$ cat config.mk
export PLATFORM = sky130hd
export DESIGN_NAME = twiddle_sequencer
export DESIGN_NICKNAME = d
export VERILOG_FILES = /design/src/rtl/fft_pkg.sv /design/src/rtl/twiddle_rom.sv /design/src/rtl/twiddle_sequencer.sv
export SDC_FILE = /design/constraint.sdc
export NUM_CORES = 1
export LEC_CHECK = 0
export CORE_MARGIN = 5
export CORE_UTILIZATION = 55
export CTS_CLUSTER_DIAMETER = 200
export DETAILED_ROUTE_END_ITERATION = 6
export PLACE_DENSITY_LB_ADDON = 0.15
export RECOVER_POWER = 100
export SLEW_MARGIN = 5
export SYNTH_ARGS = -nofsm -noshare
export SYNTH_HDL_FRONTEND = slang
export SYNTH_SLANG_ARGS = --single-unit
$ cat constraint.sdc
create_clock -name clk -period 3.3 [get_ports clk]
set_input_delay 0.66 -clock clk [delete_from_list [all_inputs] [get_ports clk]]
set_output_delay 0.66 -clock clk [all_outputs]
set_load 0.01 [all_outputs]
$ cat src/rtl/fft_pkg.sv
// Shared FFT definitions: twiddle scale, sequencer states and
// the N / LOG2N consistency check.
package fft_pkg;

  localparam int TW_ONE = 4096;

  typedef enum logic [1:0] {
    IDLE = 2'd0,
    RUN  = 2'd1,
    DONE = 2'd2
  } tw_state_e;

  function automatic bit log2n_ok(input int n, input int l);
    return (l >= 3) && (l <= 12) && (n == (1 << l));
  endfunction

endpackage

$ cat src/rtl/twiddle_rom.sv
// Twiddle ROM: W_N^k for k = 0..N/2-1, Q1.12, built at elaboration.
// Registered read with enable, one cycle latency.
module twiddle_rom
  import fft_pkg::*;
#(
  parameter int word_length_tw = 14,
  parameter int N              = 256
) (
  input  logic                      clk,
  input  logic                      rst_n,
  input  logic                      en,
  input  logic [$clog2(N)-2:0]      addr,
  output logic [word_length_tw-1:0] cos_data,
  output logic [word_length_tw-1:0] sin_data
);

  localparam int  D  = N / 2;
  localparam real PI = 3.14159265358979323846;

  logic [word_length_tw-1:0] cos_tab [D];
  logic [word_length_tw-1:0] sin_tab [D];
  logic [word_length_tw-1:0] cos_q;
  logic [word_length_tw-1:0] sin_q;

  for (genvar i = 0; i < D; i++) begin : g_tab
    localparam real ANG = 2.0 * PI * real'(i) / real'(N);
    localparam real CR  = real'(TW_ONE) * $cos(ANG);
    localparam real SR  = -real'(TW_ONE) * $sin(ANG);
    localparam real CF  = (CR >= 0.0) ? $floor(CR + 0.5)
                                      : -$floor(0.5 - CR);
    localparam real SF  = (SR >= 0.0) ? $floor(SR + 0.5)
                                      : -$floor(0.5 - SR);
    localparam int  CQ  = $rtoi(CF);
    localparam int  SQ  = $rtoi(SF);
    localparam int  CS  = (CQ > TW_ONE)  ? TW_ONE  :
                          (CQ < -TW_ONE) ? -TW_ONE : CQ;
    localparam int  SS  = (SQ > TW_ONE)  ? TW_ONE  :
                          (SQ < -TW_ONE) ? -TW_ONE : SQ;
    assign cos_tab[i] = word_length_tw'(CS);
    assign sin_tab[i] = word_length_tw'(SS);
  end

  // Read port; holds its word whenever en is low
  always_ff @(posedge clk or negedge rst_n) begin
    if (!rst_n) begin
      cos_q <= '0;
      sin_q <= '0;
    end else if (en) begin
      cos_q <= cos_tab[addr];
      sin_q <= sin_tab[addr];
    end
  end

  assign cos_data = cos_q;
  assign sin_data = sin_q;

endmodule

$ cat src/rtl/twiddle_sequencer.sv
// Twiddle sequencer: walks butterflies and stages of a radix-2 DIF
// frame and streams W_N^k over a stallable valid/ready port.
module twiddle_sequencer
  import fft_pkg::*;
#(
  parameter int word_length_tw = 14,
  parameter int N              = 256,
  parameter int LOG2N          = 8
) (
  input  logic                       clk,
  input  logic                       rst_n,
  input  logic                       start,
  input  logic                       abort,
  input  logic                       tw_ready,
  output logic                       tw_valid,
  output logic [word_length_tw-1:0]  cos_data,
  output logic [word_length_tw-1:0]  sin_data,
  output logic [LOG2N-2:0]           tw_idx,
  output logic [$clog2(LOG2N)-1:0]   stage,
  output logic                       last_in_stage,
  output logic                       last_in_frame,
  output logic                       busy,
  output logic                       frame_done
);

  localparam int BW = LOG2N - 1;
  localparam int SW = $clog2(LOG2N);
  localparam logic [BW-1:0] B_LAST = '1;
  localparam logic [SW-1:0] S_LAST = SW'(LOG2N - 1);

  if (!log2n_ok(N, LOG2N)) begin : g_bad_log2n
    $error("twiddle_sequencer: LOG2N must equal log2(N), N in 8..4096");
  end

  tw_state_e state_q, state_d;

  logic [BW-1:0] ib_q, ib_d;
  logic [SW-1:0] is_q, is_d;
  logic          idone_q, idone_d;
  logic [BW-1:0] ob_q, ob_d;
  logic [SW-1:0] os_q, os_d;

  logic                      r_vld_q;
  logic [BW-1:0]             r_k_q;
  logic                      o_vld_q;
  logic [BW-1:0]             o_k_q;
  logic [word_length_tw-1:0] o_cos_q;
  logic [word_length_tw-1:0] o_sin_q;

  logic [word_length_tw-1:0] rom_cos;
  logic [word_length_tw-1:0] rom_sin;
  logic [BW-1:0]             k_a;
  logic                      a_vld;
  logic                      adv;
  logic                      issue;
  logic                      xfer;
  logic                      last_xfer;
  logic                      flush;

  // Pipe only moves when the output slot is free or being taken
  assign adv   = !(o_vld_q && !tw_ready);
  assign a_vld = (state_q == RUN) && !idone_q;
  assign issue = adv && a_vld;
  assign xfer  = o_vld_q && tw_ready;
  assign flush = abort || (state_q != RUN);

  assign last_xfer = xfer && (ob_q == B_LAST) && (os_q == S_LAST);

  // k = (b mod (N >> (s+1))) << s, the modulus being a power of two
  assign k_a = BW'((ib_q & (B_LAST >> is_q)) << is_q);

  twiddle_rom #(
    .word_length_tw (word_length_tw),
    .N              (N)
  ) u_rom (
    .clk      (clk),
    .rst_n    (rst_n),
    .en       (issue),
    .addr     (k_a),
    .cos_data (rom_cos),
    .sin_data (rom_sin)
  );

  // FSM state register
  always_ff @(posedge clk or negedge rst_n) begin
    if (!rst_n) state_q <= IDLE;
    else        state_q <= state_d;
  end

  // FSM next state; abort overrides everything
  always_comb begin
    state_d = state_q;
    unique case (state_q)
      IDLE:    if (start) state_d = RUN;
      RUN:     if (last_xfer) state_d = DONE;
      DONE:    state_d = IDLE;
      default: state_d = IDLE;
    endcase
    if (abort) state_d = IDLE;
  end

  // FSM outputs
  always_comb begin
    busy       = (state_q != IDLE);
    frame_done = (state_q == DONE);
  end

  // Issue-side butterfly/stage counters feeding the ROM address
  always_comb begin
    ib_d    = ib_q;
    is_d    = is_q;
    idone_d = idone_q;
    if (flush) begin
      ib_d    = '0;
      is_d    = '0;
      idone_d = 1'b0;
    end else if (issue) begin
      ib_d = ib_q + 1'b1;
      if (ib_q == B_LAST) begin
        if (is_q == S_LAST) begin
          is_d    = '0;
          idone_d = 1'b1;
        end else begin
          is_d = is_q + 1'b1;
        end
      end
    end
  end

  // Output-side counters advance on each accepted twiddle
  always_comb begin
    ob_d = ob_q;
    os_d = os_q;
    if (flush) begin
      ob_d = '0;
      os_d = '0;
    end else if (xfer) begin
      ob_d = ob_q + 1'b1;
      if (ob_q == B_LAST) begin
        os_d = (os_q == S_LAST) ? '0 : os_q + 1'b1;
      end
    end
  end

  // Counter registers
  always_ff @(posedge clk or negedge rst_n) begin
    if (!rst_n) begin
      ib_q    <= '0;
      is_q    <= '0;
      idone_q <= 1'b0;
      ob_q    <= '0;
      os_q    <= '0;
    end else begin
      ib_q    <= ib_d;
      is_q    <= is_d;
      idone_q <= idone_d;
      ob_q    <= ob_d;
      os_q    <= os_d;
    end
  end

  // ROM-stage tag and output register; frozen while stalled
  always_ff @(posedge clk or negedge rst_n) begin
    if (!rst_n) begin
      r_vld_q <= 1'b0;
      r_k_q   <= '0;
      o_vld_q <= 1'b0;
      o_k_q   <= '0;
      o_cos_q <= '0;
      o_sin_q <= '0;
    end else if (flush) begin
      r_vld_q <= 1'b0;
      r_k_q   <= '0;
      o_vld_q <= 1'b0;
      o_k_q   <= '0;
      o_cos_q <= '0;
      o_sin_q <= '0;
    end else if (adv) begin
      r_vld_q <= a_vld;
      r_k_q   <= k_a;
      o_vld_q <= r_vld_q;
      o_k_q   <= r_k_q;
      o_cos_q <= rom_cos;
      o_sin_q <= rom_sin;
    end
  end

  assign tw_valid      = o_vld_q;
  assign cos_data      = o_cos_q;
  assign sin_data      = o_sin_q;
  assign tw_idx        = o_k_q;
  assign stage         = os_q;
  assign last_in_stage = o_vld_q && (ob_q == B_LAST);
  assign last_in_frame = last_in_stage && (os_q == S_LAST);

endmodule

## Word level (Yosys, flattened, before mapping)

Memory sizes are Yosys's and may differ from the RTL's. A register that Yosys moved wholly into a read port is not among the register bits.
Index checks and enable logic that the tools add are counted.

| cells by class | value |
|---|---|
| equality and inequality tests | 10 |
| shift operators | 2 |
| bitwise gates (word level) | 2 |
| add/subtract/negate cells | 4 |
| reduce and logical (&&, ||, !) cells | 25 |
| mux-type cells | 32 |

Operators by type and width:

| operator | number |
|---|---|
| 14-bit two-way mux | 4 |
| 7-bit two-way mux | 8 |
| 3-bit two-way mux | 8 |
| 7-bit by 1-bit adder with 7-bit output (second input constant) | 2 |
| 7-bit equality test (second input constant) | 2 |
| 2-bit nonzero test | 6 |
| 1-bit logical AND | 8 |
| 1-bit two-way mux | 8 |
| 7-bit inverter with 8-bit output | 1 |
| 7-bit bitwise AND | 1 |
| 7-bit by 3-bit left shift with 7-bit output | 1 |
| 7-bit by 3-bit >> shifter with 7-bit output (first input constant) | 1 |
| 3-bit by 1-bit adder with 3-bit output (second input constant) | 2 |
| 3-bit equality test (second input constant) | 2 |
| 2-bit two-way mux | 3 |
| 3-bit != test (second input constant) | 2 |
| 2-bit AND reduction | 3 |
| 1-bit logical NOT | 5 |
| 2-bit case mux with 2 select lines | 1 |
| 3-bit AND reduction | 1 |
| 2-bit by 1-bit equality test with 1-bit output (second input constant) | 1 |
| 2-bit equality test (second input constant) | 1 |
| 2-bit logical NOT | 1 |
| 2-bit by 1-bit != test with 1-bit output (second input constant) | 1 |
| other kinds (2) | 2 |

| word-level totals | value |
|---|---|
| register bits after elaboration | 67 |
| input bits | 5 |
| memories kept | 2 |
| output and inout port bits | 43 |
| logic and storage cells | 89 |
| ROM bits | 3584 |

Memory list:

| memory | depth | width | read ports | clocked after Yosys merged registers in | wr ports | line | source |
|---|---|---|---|---|---|---|---|
| (name not given) | 128 | 14 | 1 | 1 | 0 | twiddle_rom.sv:49 | `cos_q <= cos_tab[addr];` |
| (name not given) | 128 | 14 | 1 | 1 | 0 | twiddle_rom.sv:50 | `sin_q <= sin_tab[addr];` |

## Depth between registers and ports, before layout

Gate-level depths: netlist (run 1).

| logic depth | value |
|---|---|
| word-level depth | 6 |
| gate-level depth with buffers | 14 |
| depth with buffers taken out | 12 |

## By module

Synthesis (run 1) repeated with hierarchy kept, for this count alone.

| second synthesis, totals | value |
|---|---|
| cells, all modules | 844 |
| area total of the unflattened synthesis | 7362.1 µm² |

By module, submodules not included:

| module | instances | area an instance (µm²) | cells each | sequential area each (µm²) |
|---|---|---|---|---|
| twiddle_rom | 1 | 4206.5 | 571 | 675.6 |
| twiddle_sequencer | 1 | 3155.5 | 273 | 1676.6 |

## Least setup slack after synthesis (run 1)

OpenSTA, ideal clock, no wires.

| timing | value |
|---|---|
| path type | flip-flop to flip-flop |
| start point | register is_q[0] |
| end point | register u_rom.sin_q[1] (netlist: u_rom.sin_data[1]) |
| data required time | 3.204 ns |
| data arrival time | 3.149 ns |
| period minus slack after synthesis | 3.245 ns |
| setup slack | 0.055 ns |
| setup time | 0.096 ns |
| cell stages (with the launch flop) | 13 |
| buffers on the path | 0 |
| cell sequence | dfrtp_1 ha_1 ha_1 nand3b_1 a21oi_2 inv_1 ha_1 a221oi_2 or3_1 o22ai_1 a221oi_1 nor3_1 o31ai_1 |

| between the ends | value |
|---|---|
| word-level cells in the longest chain between the ends | 4 |

Ends and longest elaborated chain:

| element | line | source |
|---|---|---|
| start: declaration | twiddle_sequencer.sv:38 | `logic [SW-1:0] is_q, is_d;` |
| start signal: assignment | twiddle_sequencer.sv:155 | `is_q <= is_d;` |
| 7-bit by 3-bit >> shifter with 7-bit output | twiddle_sequencer.sv:70 | `assign k_a = BW'((ib_q & (B_LAST >> is_q)) << is_q);` |
| 7-bit bitwise AND | twiddle_sequencer.sv:70 |  |
| 7-bit by 3-bit left shift with 7-bit output (*) | twiddle_sequencer.sv:70 |  |
| 7-bit inverter with 8-bit output (not written as such) (*) | twiddle_rom.sv:50 |  |
| end: declaration | twiddle_rom.sv:23 | `logic [word_length_tw-1:0] sin_q;` |

Mark *: on every way between the ends. The rest lies on a longest branch, timed or not.
A chain may end at the register's enable or synchronous reset.

## Worst setup path after layout (run 1)

| timing | value |
|---|---|
| start point | register is_q[0] |
| end point | register u_rom.cos_q[6] (netlist: u_rom.cos_data[6]) |

| between the ends | value |
|---|---|
| word-level cells in the longest chain between the ends | 4 |

Ends and longest elaborated chain:

| element | line | source |
|---|---|---|
| 7-bit by 3-bit >> shifter with 7-bit output | twiddle_sequencer.sv:70 |  |
| 7-bit bitwise AND | twiddle_sequencer.sv:70 |  |
| 7-bit by 3-bit left shift with 7-bit output (*) | twiddle_sequencer.sv:70 |  |
| 7-bit inverter with 8-bit output (not written as such) (*) | twiddle_rom.sv:49 |  |
| end: declaration | twiddle_rom.sv:22 | `logic [word_length_tw-1:0] cos_q;` |

Marks and branches as above.

==> metrics.yaml, run 1 <==
gp_congestion: 1.16
hold_violations: 0
yosysWarnings: 0
crit_end: "u_rom.cos_data[6]"
fin_skew_ps: 11.6
rrSetupSlack_ps: 50
slew_viol_final: 0
worst_ir_drop_vdd_mv: 0.194
synth_seq_area_share_pct: 31.9
synth_seq_cells: 93
fin_hold_ws_ps: 492
fin_crit_ps: 3250
diodes: 0
initial_core_util_pct: 55.5
grt_max_degree: 64
required_ps: 3560
num_rows: 42
period_share_pct: 98.4
worstSetupPathType: "register to register"
async_flop_share_pct: 100
cp.arrival_ps: 3500
numCtsBuffers: 9
start_kind: "register"
hpwlAfterDp_mm: 20.9
outcome: "finished, violations left"
cts_tree: "yes"
cp_max_fo: 11
synth_common_cells: "dfrtp_1 (93), nand2_1 (77), o21ai_0 (56), a21oi_1 (54), nor2_1 (53)"
relSlewSlack_pct: 1.15
ys_types: 98
hold_buffers: 0
finalWirelength_mm: 28.7
fin_nets: 931
preCtsSetupSlack_ps: -129
reg2regPathDepth: 13
grt_pass1_vias: 7527
fin_util_pct: 65.5
synth_top_cell_by_area: "dfrtp_1"
r2r_end: "u_rom.cos_data[6]"
die_height_um: 125
syn_avg_cell_area_um2: 8.69
postRouteAntennaNets: 0
post_drt_wl_per_cell_um: 26.5
cap_violations: 0
fin_area_mm2: 0.00860
synth_nets: 867
h-tree-depth: 3
r2r_start: "is_q[0]"
grt_overflow: 0
setup_viol: 0
dr.pass1.iters: 7
grt_antenna_before_repair: 1
fp.dieArea_mm2: 0.0157
hp-class: "register to register"
syn_area_mm2: 0.00730
tightest_slew_ps: 1480
cts_sinks: 93
setup_tns_ps: 0
detail_route.vias_per_cell: 7.38
ios: 48
grt.total_usage_pct: 35.9
violations: "DRC"
drive_gt1_share_pct: 18.7
p_leak_nw: 3.64
die_w_um: 125
power_density_mw_per_mm2: 315
vias: 8007
setup_ws_ps: 52.9
cts-root-buf: "clkbuf_16"
drc: 19
cp-end-kind: "register"
yosysTopAreaCellShare_pct: 31.9
critPathLaunch: "is_q[0]"
yosys.cell_count.top_type: "dfrtp_1"
drt-initial-drc-count: 1457
portBuffers: 47
clk_pin_slew_ps: 70
dpl-instance-area_mm2: 0.00822
insertion_delay_ps: 350
cts_buffer_depth: 2
ys.flop_type: "dfrtp_1"
fp.coreArea_mm2: 0.0131
synth_edf_count: 0
fmax_mhz: 308
synthTopCellsByArea: "dfrtp_1 (32%), a22o_1 (4.9%), nand2_1 (4.0%), o21ai_0 (3.8%), ha_1 (3.8%)"
syn_inst: 840
rsz0062_at_grt: "true"
grt_first_pass_wirelength_mm: 44.7
area.growth.synth_to_final_pct: 17.9
[cells in the final DEF, fill, tap and decap left out, types with 9 or more instances in the layout]
master	instances
nor3_1	26
a31oi_1	25
buf_4	78
o21ai_0	56
ha_1	21
dfrtp_1	93
nor2_1	51
a22o_1	41
o211ai_1	13
inv_1	11
a211oi_1	12
clkbuf_16	9
dlygate4sd3_1	45
or3_1	9
nand2_1	77
a221oi_1	11
o221ai_1	10
nand3_1	30
a21oi_1	54
[cells by family after synthesis]
logic type | Yosys count | synth area share, %
buffers and inverters | 97 | 7.63
muxes | 12 | 2.25
AOI/OAI and AO/OA | 342 | 34.7
DFF | 93 | 31.9
xor gates and xnor gates | 11 | 1.32
adders and majority gates | 22 | 3.77
and+or+nand+nor | 263 | 18.4
[report_power, final]
| part | switching (mW) | internal (mW) |
|---|---|---|
| Sequential | 0.0396 | 1.20 |
| Clock | 0.460 | 0.598 |
| Combinational | 0.259 | 0.156 |
| Total | 0.759 | 1.95 |
[stage by stage]
stage	std cells	power (mW)
6_report	1085	2.71
5_1_grt	1085	2.80
4_1_cts	1083	2.70
3_5_place_dp	1067	1.65
3_3_place_gp	1067	1.65
2_1_floorplan	840	1.47
[critical path, cell delays in order, from the launching register on]
cell and delay [ps]:
dfrtp_1 390, ha_1 220, ha_1 230, nand3b_1 220, a21oi_2 190, buf_4 220, ha_1 230, buf_4 150
buf_4 170, nand2b_1 280, a21oi_1 100, o21ai_0 320, a31oi_2 180, a211oi_1 260
[state kept, by name, indices dropped and copies added, names as in the netlist]
name / flops
r_k_q: 7
cos_data: 14
is_q: 3
ob_q: 7
r_vld_q: 1
tw_valid: 1
u_rom.cos_data: 14
idone_q: 1
u_rom.sin_data: 13
state_q: 2
ib_q: 7
tw_idx: 7
stage: 3
sin_data: 13
[per-layer routing]
| layer | global-route usage (%) | up-vias | wire length (um) | part of all wire [%] |
|---|---|---|---|---|
| met3 | 9.42 | 138 | 3680 | 13 |
| met2 | 52.6 | 699 | 12100 | 42 |
| li1 | - | 3386 | - | - |
| met1 | 49.9 | 3782 | 11300 | 39 |
| met5 | 0 | - | 13 | 0.045 |
| met4 | 16.8 | 2 | 1640 | 5.7 |
[final cells by class]
| type | instances | area, um2 |
|---|---|---|
| Clock inverter | 7 | 77.6 |
| Clock buffer | 9 | 225 |
| Multi-Input combinational cell | 650 | 4530 |
| Tap cell | 176 | 220 |
| Inverter | 14 | 57.6 |
| Fill cell | 1076 | 4540 |
| Sequential cell | 93 | 2330 |
| Timing Repair Buffer | 136 | 1160 |
[timing repair]
item,4_1_cts,5_1_grt
gates resized for setup,2,14
setup buffers,0,2
setup endpoints to repair,1,16
pin swaps,0,4
[worst min path at each step]
stage | startpoint | to | slack, ps | cells past startpoint
2_1_floorplan | rst_n | cos_data[0] | 360 | 0
4_1_cts | rst_n | ob_q[5] | 400 | 1
3_3_place_gp | u_rom.cos_data[13] | u_rom.cos_data[13] | 470 | 2
6_report | u_rom.cos_data[12] | u_rom.cos_data[12] | 490 | 2
5_1_grt | sin_data[11] | sin_data[11] | 510 | 1
3_5_place_dp | u_rom.cos_data[11] | u_rom.cos_data[11] | 470 | 2
Note: power is estimated with default switching activity, not from simulation.
==> inputs of run 2 (changes only) <==
--- a/config.mk
+++ b/config.mk
@@ -11,6 +11,7 @@
 export DETAILED_ROUTE_END_ITERATION = 6
 export PLACE_DENSITY_LB_ADDON = 0.15
 export RECOVER_POWER = 100
+export SETUP_SLACK_MARGIN = 0.4
 export SLEW_MARGIN = 5
 export SYNTH_ARGS = -nofsm -noshare
 export SYNTH_HDL_FRONTEND = slang
==> run 2 against run 1 <==
  * The run still ends with DRC left
  * Non-clock buffer count grew 21
  * Setup slack gained 64 ps
  * Sequential cell count is the same
  * Largest cell class unchanged
  * Highest routed layer is now met4
==> metrics.yaml, run 2 (same netlist as run 1, synthesis figures left out) <==
insertion_delay_ps: 350
fin_skew_ps: 7.28
cp_max_fo: 10
die_height_um: 125
fp.dieArea_mm2: 0.0157
post_drt_wl_per_cell_um: 26.4
hpwlAfterDp_mm: 20.9
p_leak_nw: 3.78
period_share_pct: 96.5
die_w_um: 125
h-tree-depth: 3
tightest_slew_ps: 1310
worst_ir_drop_vdd_mv: 0.215
drive_gt1_share_pct: 25.6
dr.pass1.iters: 7
drc: 16
preCtsSetupSlack_ps: -145
setup_viol: 0
numCtsBuffers: 9
finalWirelength_mm: 29.2
hold_violations: 0
gp_congestion: 1.17
cp.arrival_ps: 3390
hold_buffers: 0
r2r_start: "is_q[0]"
drt-initial-drc-count: 1366
postRouteAntennaNets: 0
final_cell_mix: "buf_4 (95), dfrtp_1 (91), nand2_1 (76), a21oi_1 (53), o21ai_0 (50)"
violations: "DRC"
cts_tree: "yes"
outcome: "finished, violations left"
min_from: "cos_data[2]"
fin_nets: 952
clk_pin_slew_ps: 70
grt_overflow: 0
portBuffers: 47
critPathLaunch: "is_q[0]"
vias: 8300
setup_ws_ps: 117
initial_core_util_pct: 55.5
cts-root-buf: "clkbuf_16"
slew_viol_final: 0
total_power_mw: 2.74
area.growth.synth_to_final_pct: 25.5
power_density_mw_per_mm2: 299
fin_crit_ps: 3180
detail_route.vias_per_cell: 7.50
required_ps: 3510
worstSetupPathType: "register to register"
cp-end-kind: "register"
rsz0062_at_grt: "true"
cts_buffer_depth: 2
fin_util_pct: 69.7
grt_max_degree: 57
num_rows: 42
relSlewSlack_pct: 12.5
cts_sinks: 93
fp.coreArea_mm2: 0.0131
grt.total_usage_pct: 36.0
start_kind: "register"
ios: 48
cap_violations: 0
grt_first_pass_wirelength_mm: 45.0
fmax_mhz: 314
fillCellCount: 1002
hp-class: "register to register"
grt_antenna_before_repair: 0
layout_commonest_cell: "buf_4"
grt_pass1_vias: 7504
run 2: cell types whose count changed in the layout (fill, tap and decap cells not counted), sizes merged:
cell      previous run  this run
buf                 82       104
clkinvlp             0         1
inv                 17        15
diode                0         1
run 2: report_power, final:
part	internal [mW]	total, mW	switching (mW)
sequential	1.20	1.24	0.0425
combinational	0.179	0.455	0.276
clock	0.595	1.04	0.447
total	1.97	2.74	0.766
run 2: cell type report:
type                    instances  area, um2  area share (%)
flip-flops and latches         93       2330            25.4
inverters                      14       65.1           0.711
multi-input cells             650       4870            53.2
clock inverters                 6       71.3           0.779
diodes                          1       2.50          0.0273
well taps                     176        220            2.41
clock buffers                  10        229            2.50
repair buffers                157       1370            14.9
run 2: stage by stage:
stage               std cells  hold slack [ps]  area (um2)  setup TNS [ps]
global route             1106              508        9150               0
detailed placement       1067              480        8280            -145
global placement         1067              469        8280            -149
floorplan                 840              364        7340               0
finish                   1107              492        9160               0
CTS                      1093              364        8870               0
run 2: worst paths after layout:
path / end / slack, ps / cells after the start
worst max-delay path: u_rom.sin_data[7] / 120 / 11
worst min-delay path: cos_data[2] / 490 / 1
worst max register to register: u_rom.sin_data[7] / 120 / 11
worst min register to register: cos_data[2] / 490 / 1
max in group asynchronous: is_q[2] / 970 / 2
min in group asynchronous: ob_q[5] / 600 / 1
run 2: critical path: stages, from the launching register on:
cell and delay, ps:
dfrtp_1 400, ha_2 210, ha_4 180, nor3b_2 270, buf_4 270, a22oi_2 190
buf_4 210, ha_1 310, nor3_1 70, or3_1 390, a311oi_1 470, a211oi_2 70
run 2: metal layers:
layer	part of all wire, %	GRT usage [%]
met1	38	50.2
met2	43	52.6
met5	0	0
met3	13	8.83
met4	6.2	17.3
run 2: what timing repair did:
action	in CTS	in global routing
setup buffers	10	13
hold endpoints to repair	0	0
gates resized for setup	45	51
pin swaps	17	27
endpoints found under the setup margin	23	24
